$ cat src/rtl/dff_chain_ctrl.sv
// dff_chain_ctrl: sequences a serial chain of WIDTH D flip-flops.
// A parallel word accepted on in_valid/in_ready is shifted LSB first into
// the chain. The bits coming out of the last stage are captured at the same
// time and returned on out_valid/out_ready as the chain's previous contents.
//
// Ports:
//   clk, rst           single clock, synchronous active-high reset
//   in_valid/in_ready  word handshake from the requester, data on in_data
//   chain_en, chain_d  shift enable and serial data into chain stage 0
//   chain_q            serial data from the last chain stage
//   out_valid/ready    captured word handshake, data on out_data
//   busy               high while shifting or holding a result
//   out_parity         XOR of the captured word (only with DFF_CHAIN_PARITY_EN)
//
// Optional feature macro: DFF_CHAIN_PARITY_EN
module dff_chain_ctrl #(
  parameter int unsigned WIDTH = 8
) (
  input  logic             clk,
  input  logic             rst,
  input  logic             in_valid,
  output logic             in_ready,
  input  logic [WIDTH-1:0] in_data,
  output logic             chain_en,
  output logic             chain_d,
  input  logic             chain_q,
  output logic             out_valid,
  input  logic             out_ready,
  output logic [WIDTH-1:0] out_data,
  output logic             busy
`ifdef DFF_CHAIN_PARITY_EN
  ,
  output logic             out_parity
`endif
);

  localparam int unsigned CNT_W = $clog2(WIDTH + 1);

  typedef enum logic [1:0] {
    IDLE  = 2'd0,
    SHIFT = 2'd1,
    DONE  = 2'd2
  } state_e;

  state_e             state_q, state_d;
  logic [WIDTH-1:0]   shreg_q, shreg_d;
  logic [WIDTH-1:0]   cap_q, cap_d;
  logic [WIDTH-1:0]   cap_shift;
  logic [CNT_W-1:0]   cnt_q, cnt_d;
  logic               in_ready_q, chain_en_q, out_valid_q, busy_q;
`ifdef DFF_CHAIN_PARITY_EN
  logic               parity_q, parity_d;
`endif

  // Capture register with the bit leaving the chain entering at the top.
  assign cap_shift = {chain_q, cap_q[WIDTH-1:1]};

  // Next-state and datapath update.
  always_comb begin
    state_d  = state_q;
    shreg_d  = shreg_q;
    cap_d    = cap_q;
    cnt_d    = cnt_q;
`ifdef DFF_CHAIN_PARITY_EN
    parity_d = parity_q;
`endif
    unique case (state_q)
      IDLE: begin
        if (in_valid) begin
          shreg_d = in_data;
          cnt_d   = '0;
          state_d = SHIFT;
        end
      end
      SHIFT: begin
        shreg_d = shreg_q >> 1;
        cap_d   = cap_shift;
        cnt_d   = cnt_q + CNT_W'(1);
        if (cnt_q == CNT_W'(WIDTH - 1)) begin
          state_d = DONE;
`ifdef DFF_CHAIN_PARITY_EN
          parity_d = ^cap_shift;
`endif
        end
      end
      DONE: begin
        if (out_ready) begin
          state_d = IDLE;
        end
      end
      default: state_d = IDLE;
    endcase
  end

  // State, datapath and registered status outputs decoded from next state.
  always_ff @(posedge clk) begin
    if (rst) begin
      state_q     <= IDLE;
      shreg_q     <= '0;
      cap_q       <= '0;
      cnt_q       <= '0;
      in_ready_q  <= 1'b1;
      chain_en_q  <= 1'b0;
      out_valid_q <= 1'b0;
      busy_q      <= 1'b0;
`ifdef DFF_CHAIN_PARITY_EN
      parity_q    <= 1'b0;
`endif
    end else begin
      state_q     <= state_d;
      shreg_q     <= shreg_d;
      cap_q       <= cap_d;
      cnt_q       <= cnt_d;
      in_ready_q  <= (state_d == IDLE);
      chain_en_q  <= (state_d == SHIFT);
      out_valid_q <= (state_d == DONE);
      busy_q      <= (state_d != IDLE);
`ifdef DFF_CHAIN_PARITY_EN
      parity_q    <= parity_d;
`endif
    end
  end

  assign in_ready  = in_ready_q;
  assign chain_en  = chain_en_q;
  assign chain_d   = shreg_q[0];
  assign out_valid = out_valid_q;
  assign out_data  = cap_q;
  assign busy      = busy_q;
`ifdef DFF_CHAIN_PARITY_EN
  assign out_parity = parity_q;
`endif

endmodule

$ cat config.mk
export PLATFORM = sky130hd
export DESIGN_NAME = dff_chain_ctrl
export DESIGN_NICKNAME = d
export VERILOG_FILES = /design/src/rtl/dff_chain_ctrl.sv
export SDC_FILE = /design/constraint.sdc
export NUM_CORES = 1
export LEC_CHECK = 0
export ABC_AREA = 1
export BUFFER_PORTS_ARGS = -buffer_cell sky130_fd_sc_hd__buf_2
export CORE_ASPECT_RATIO = 1.1
export CORE_UTILIZATION = 35
export DETAILED_ROUTE_END_ITERATION = 16
export PLACE_DENSITY_LB_ADDON = 0.08
export SYNTH_ARGS = -nofsm -noshare
export SYNTH_HDL_FRONTEND = slang
export SYNTH_SLANG_ARGS = --single-unit
$ cat constraint.sdc
create_clock -name clk -period 0.9 [get_ports clk]
set_input_delay 0.045 -clock clk [delete_from_list [all_inputs] [get_ports clk]]
set_output_delay 0.045 -clock clk [all_outputs]
set_load 0.03 [all_outputs]
==> metrics.md <==
| Metric | Value |
|---|---|
| PwrDens | 1460 nW/um2 |
| Synth cell types | 16 |
| Count of final hold-check violations | 0 |
| H-tree depth | 1 |
| Final setup viols | 26 |
| Vias in the first global route | 969 |
| Slowest stage delay, CP | 0.39 ns |
| CP max FO | 3 |
| Max Fclk | 0.970 GHz |
| Die ar. | 3320 um2 |
| Area leader, netlist | dfxtp_1 |
| CTS tree | done |
| RSZ-0062 raised after global routing | true |
| Cell row count | 20 |
| WHS Path Cells | 3 |
| Dpl cells | 221 |
| Initial antenna violation count | 0 |
| Fin cells | 238 |
| RR Endpoint | busy |
| Placer congestion estimate | 0.793 |
| Startpoint types | register |
| Vias | 1121 |
| Ports | 26 |
| Inserted Diodes | 0 |
| Maximum VDD drop | 0.965 mV |
| R2R setup slack | -0.13 ns |
| Syn Nets | 168 |
| Die X | 55.1 um |
| Layout cells sized above 1 | 0.532 |
| # Max-Cap Violations | 0 |
| Netlist Area Pre-Place | 1080 um2 |
| First-pass GRT wire length | 4220 um |
| Final Skew | 0.0139 ns |
| WP data required | 1.15 ns |
| YS warnings | 0 |
| Seq cells post-synth | 26 |
| Vias per inst | 4.71 |
| Starting Density | 0.380 |
| Final core occ | 0.629 |
| Port buffer count | 25 |
| Worst Reg-to-Reg Cells | 6 |
| Worst slew pin tran | 0.255 ns |
| CTS max path bufs | 2 |
| Post-synthesis sequential area ratio | 0.480 |
| Worst-path clk slew | 0.16 ns |
| Largest net degree at the start of global routing | 16 |
| LEAKAGE | 0.838 nW |
| Core area | 2850 um2 |
| CTS sink cnt | 26 |
| CP Class | register to register |
| Post-route worst setup slack | -0.131 ns |
| Setup_tns | -2.45 ns |
| Clk root buf | clkbuf_4 |
| Hold Path Class | primary input to register |
| Area growth syn-to-layout | 65.5% |
| Final net count | 220 |
| Final Critical Period | 1.03 ns |
| Synth top area cells | dfxtp_1, nor2_1, nand2_1 |
| 1st-iter DRT viols | 25 |
| Mapped Cells | 154 |
| Reg-to-Reg Start | cnt_q[1] |
| Most common cell on crit path | nand2_2 |
| Status | complete, but fails checks |
| Grt ovf | 0 |
| Hold WS | 0.00335 ns |
| DRT Wirelength | 2780 um |
| Failing checks | setup timing |
| Fin crit share | 1.15 |
| CP max stage cell | dfxtp_2 |
| Worst path top cell family by delay | flip-flops |
| Relative slew margins | 0.830 |
| Buffers & Inverters on Critical Path | 0 |
| Max-slew violations | 0 |
| Final instance area | 1790 um2 |
| Hold path start | rst |
| Crit path cell chain | ha_4 -> nand2_2 -> nor2_2 -> nand2_2 -> nand3_4 -> nand2_2 |
| WL/cell | 11.7 um |
| Drt pass-1 iters | 6 |
| Area of placed instances | 1380 um2 |
| Hold Path Sink | cnt_q[1] |
| Yosys top cell area share | 0.480 |
| Crit path DAT | 1.28 ns |
| Detailed Place HPWL | 1690 um |
| Synth Area per Inst | 7.04 um2 |
| Chip height | 60.4 um |
| Post-route ant nets | 0 |
| CTS Buf Count | 3 |
| # DRC | 0 |
| Overall routing resource usage | 0.178 |
| Critical path capture point type | register |
| Clock insertion delay at the later pin of the skew report | 0.34 ns |
[power by group]
part / leakage (nW) / internal, mW / switching [mW] / total, mW
combinational: 0.592 / 0.303 / 0.321 / 0.624
clock: 0.0261 / 0.340 / 0.387 / 0.727
sequential: 0.220 / 1.22 / 0.0509 / 1.27
[stage by stage]
step / total power, mW / setup WS, ns
3_5_place_dp: 1.72 / -0.135
4_1_cts: 2.53 / -0.142
3_3_place_gp: 1.71 / -0.114
5_1_grt: 2.75 / -0.214
6_report: 2.62 / -0.131
2_1_floorplan: 1.55 / -0.0396
[layout make-up]
| type | instances | area (um2) |
|---|---|---|
| Timing Repair Buffer | 51 | 448 |
| Fill cell | 271 | 1060 |
| Tap cell | 33 | 41.3 |
| Multi-Input combinational cell | 107 | 639 |
| Inverter | 17 | 71.3 |
| Clock buffer | 4 | 47.5 |
| Sequential cell | 26 | 546 |
[synth_stat cells]
library cell	number
nand3b_1	1
nor2_2	1
dfxtp_1	26
buf_4	1
nor2_4	1
nand2_1	29
inv_1	15
nand3_1	15
buf_2	3
ha_1	1
o21ai_0	11
a21oi_1	4
buf_6	1
inv_2	2
nor2_1	40
nand2_2	3
[layout by cell type (no fill, tap or decap)]
master          n
nand3_1         9
clkbuf_4        3
a21oi_2         1
o21ai_1         6
nor2_4          4
nand3b_1        1
nand3_2         5
nand2_8         1
ha_4            1
dfxtp_1        12
inv_1          13
inv_6           1
nand3_4         1
clkbuf_16       1
nor2_2          7
nor2_1         31
buf_12          3
nand2_4         4
inv_2           2
a21oi_1         3
nand2_1        18
dfxtp_2        11
buf_6          14
inv_4           1
o21ai_2         4
dlygate4sd3_1   2
nand2_2        10
buf_2          12
dfxtp_4         3
o21ai_0         1
buf_4          20
[worst max path at each step]
| stage | from | to | slack (ns) | cells after the start |
|---|---|---|---|---|
| floorplan | state_q[0] | cnt_q[1] | -0.04 | 5 |
| global placement | state_q[1] | shreg_q[3] | -0.11 | 6 |
| detailed placement | state_q[1] | out_data[7] | -0.13 | 5 |
| CTS | cnt_q[0] | busy | -0.14 | 6 |
| global route | state_q[0] | out_data[3] | -0.21 | 5 |
| finish | cnt_q[1] | busy | -0.13 | 6 |
[state kept, by name, summed over array words and instances, names as in the netlist]
register	count
busy	1
chain_en	1
in_ready	1
state_q	2
out_data	8
out_valid	1
cnt_q	4
shreg_q	8
[worst register-to-register path: stages, from the launching register on]
cell and delay (ns):
dfxtp_2 0.39, ha_4 0.16, nand2_2 0.06, nor2_2 0.10, nand2_2 0.09, nand3_4 0.09, nand2_2 0.05
[cell families after synthesis]
family                     count (synthesis)  synth area share
AOI/OAI and AO/OA                         15            0.0693
and+or+nand+nor                           90             0.349
adders and majority gates                  1            0.0115
DFF                                       26             0.480
buffers and inverters                     22            0.0901
[layer usage]
metal  track usage  up-vias  routed length [um]  share of wire
met2         0.310       29                1350           0.49
li1              -      579                   -              -
met5             0        -                   0              0
met4        0.0750        0                  65          0.023
met1         0.216      506                1260           0.45
met3        0.0226        7                  97          0.035
[timing repair]
item,CTS,global route
buffers inserted,4,5
hold buffers,2,0
endpoints found under the setup margin,35,39
gates cloned,2,0
resized for setup,48,45
hold endpoints to repair,2,0
pin swaps,16,20
Power figures use the tool's default switching activity.
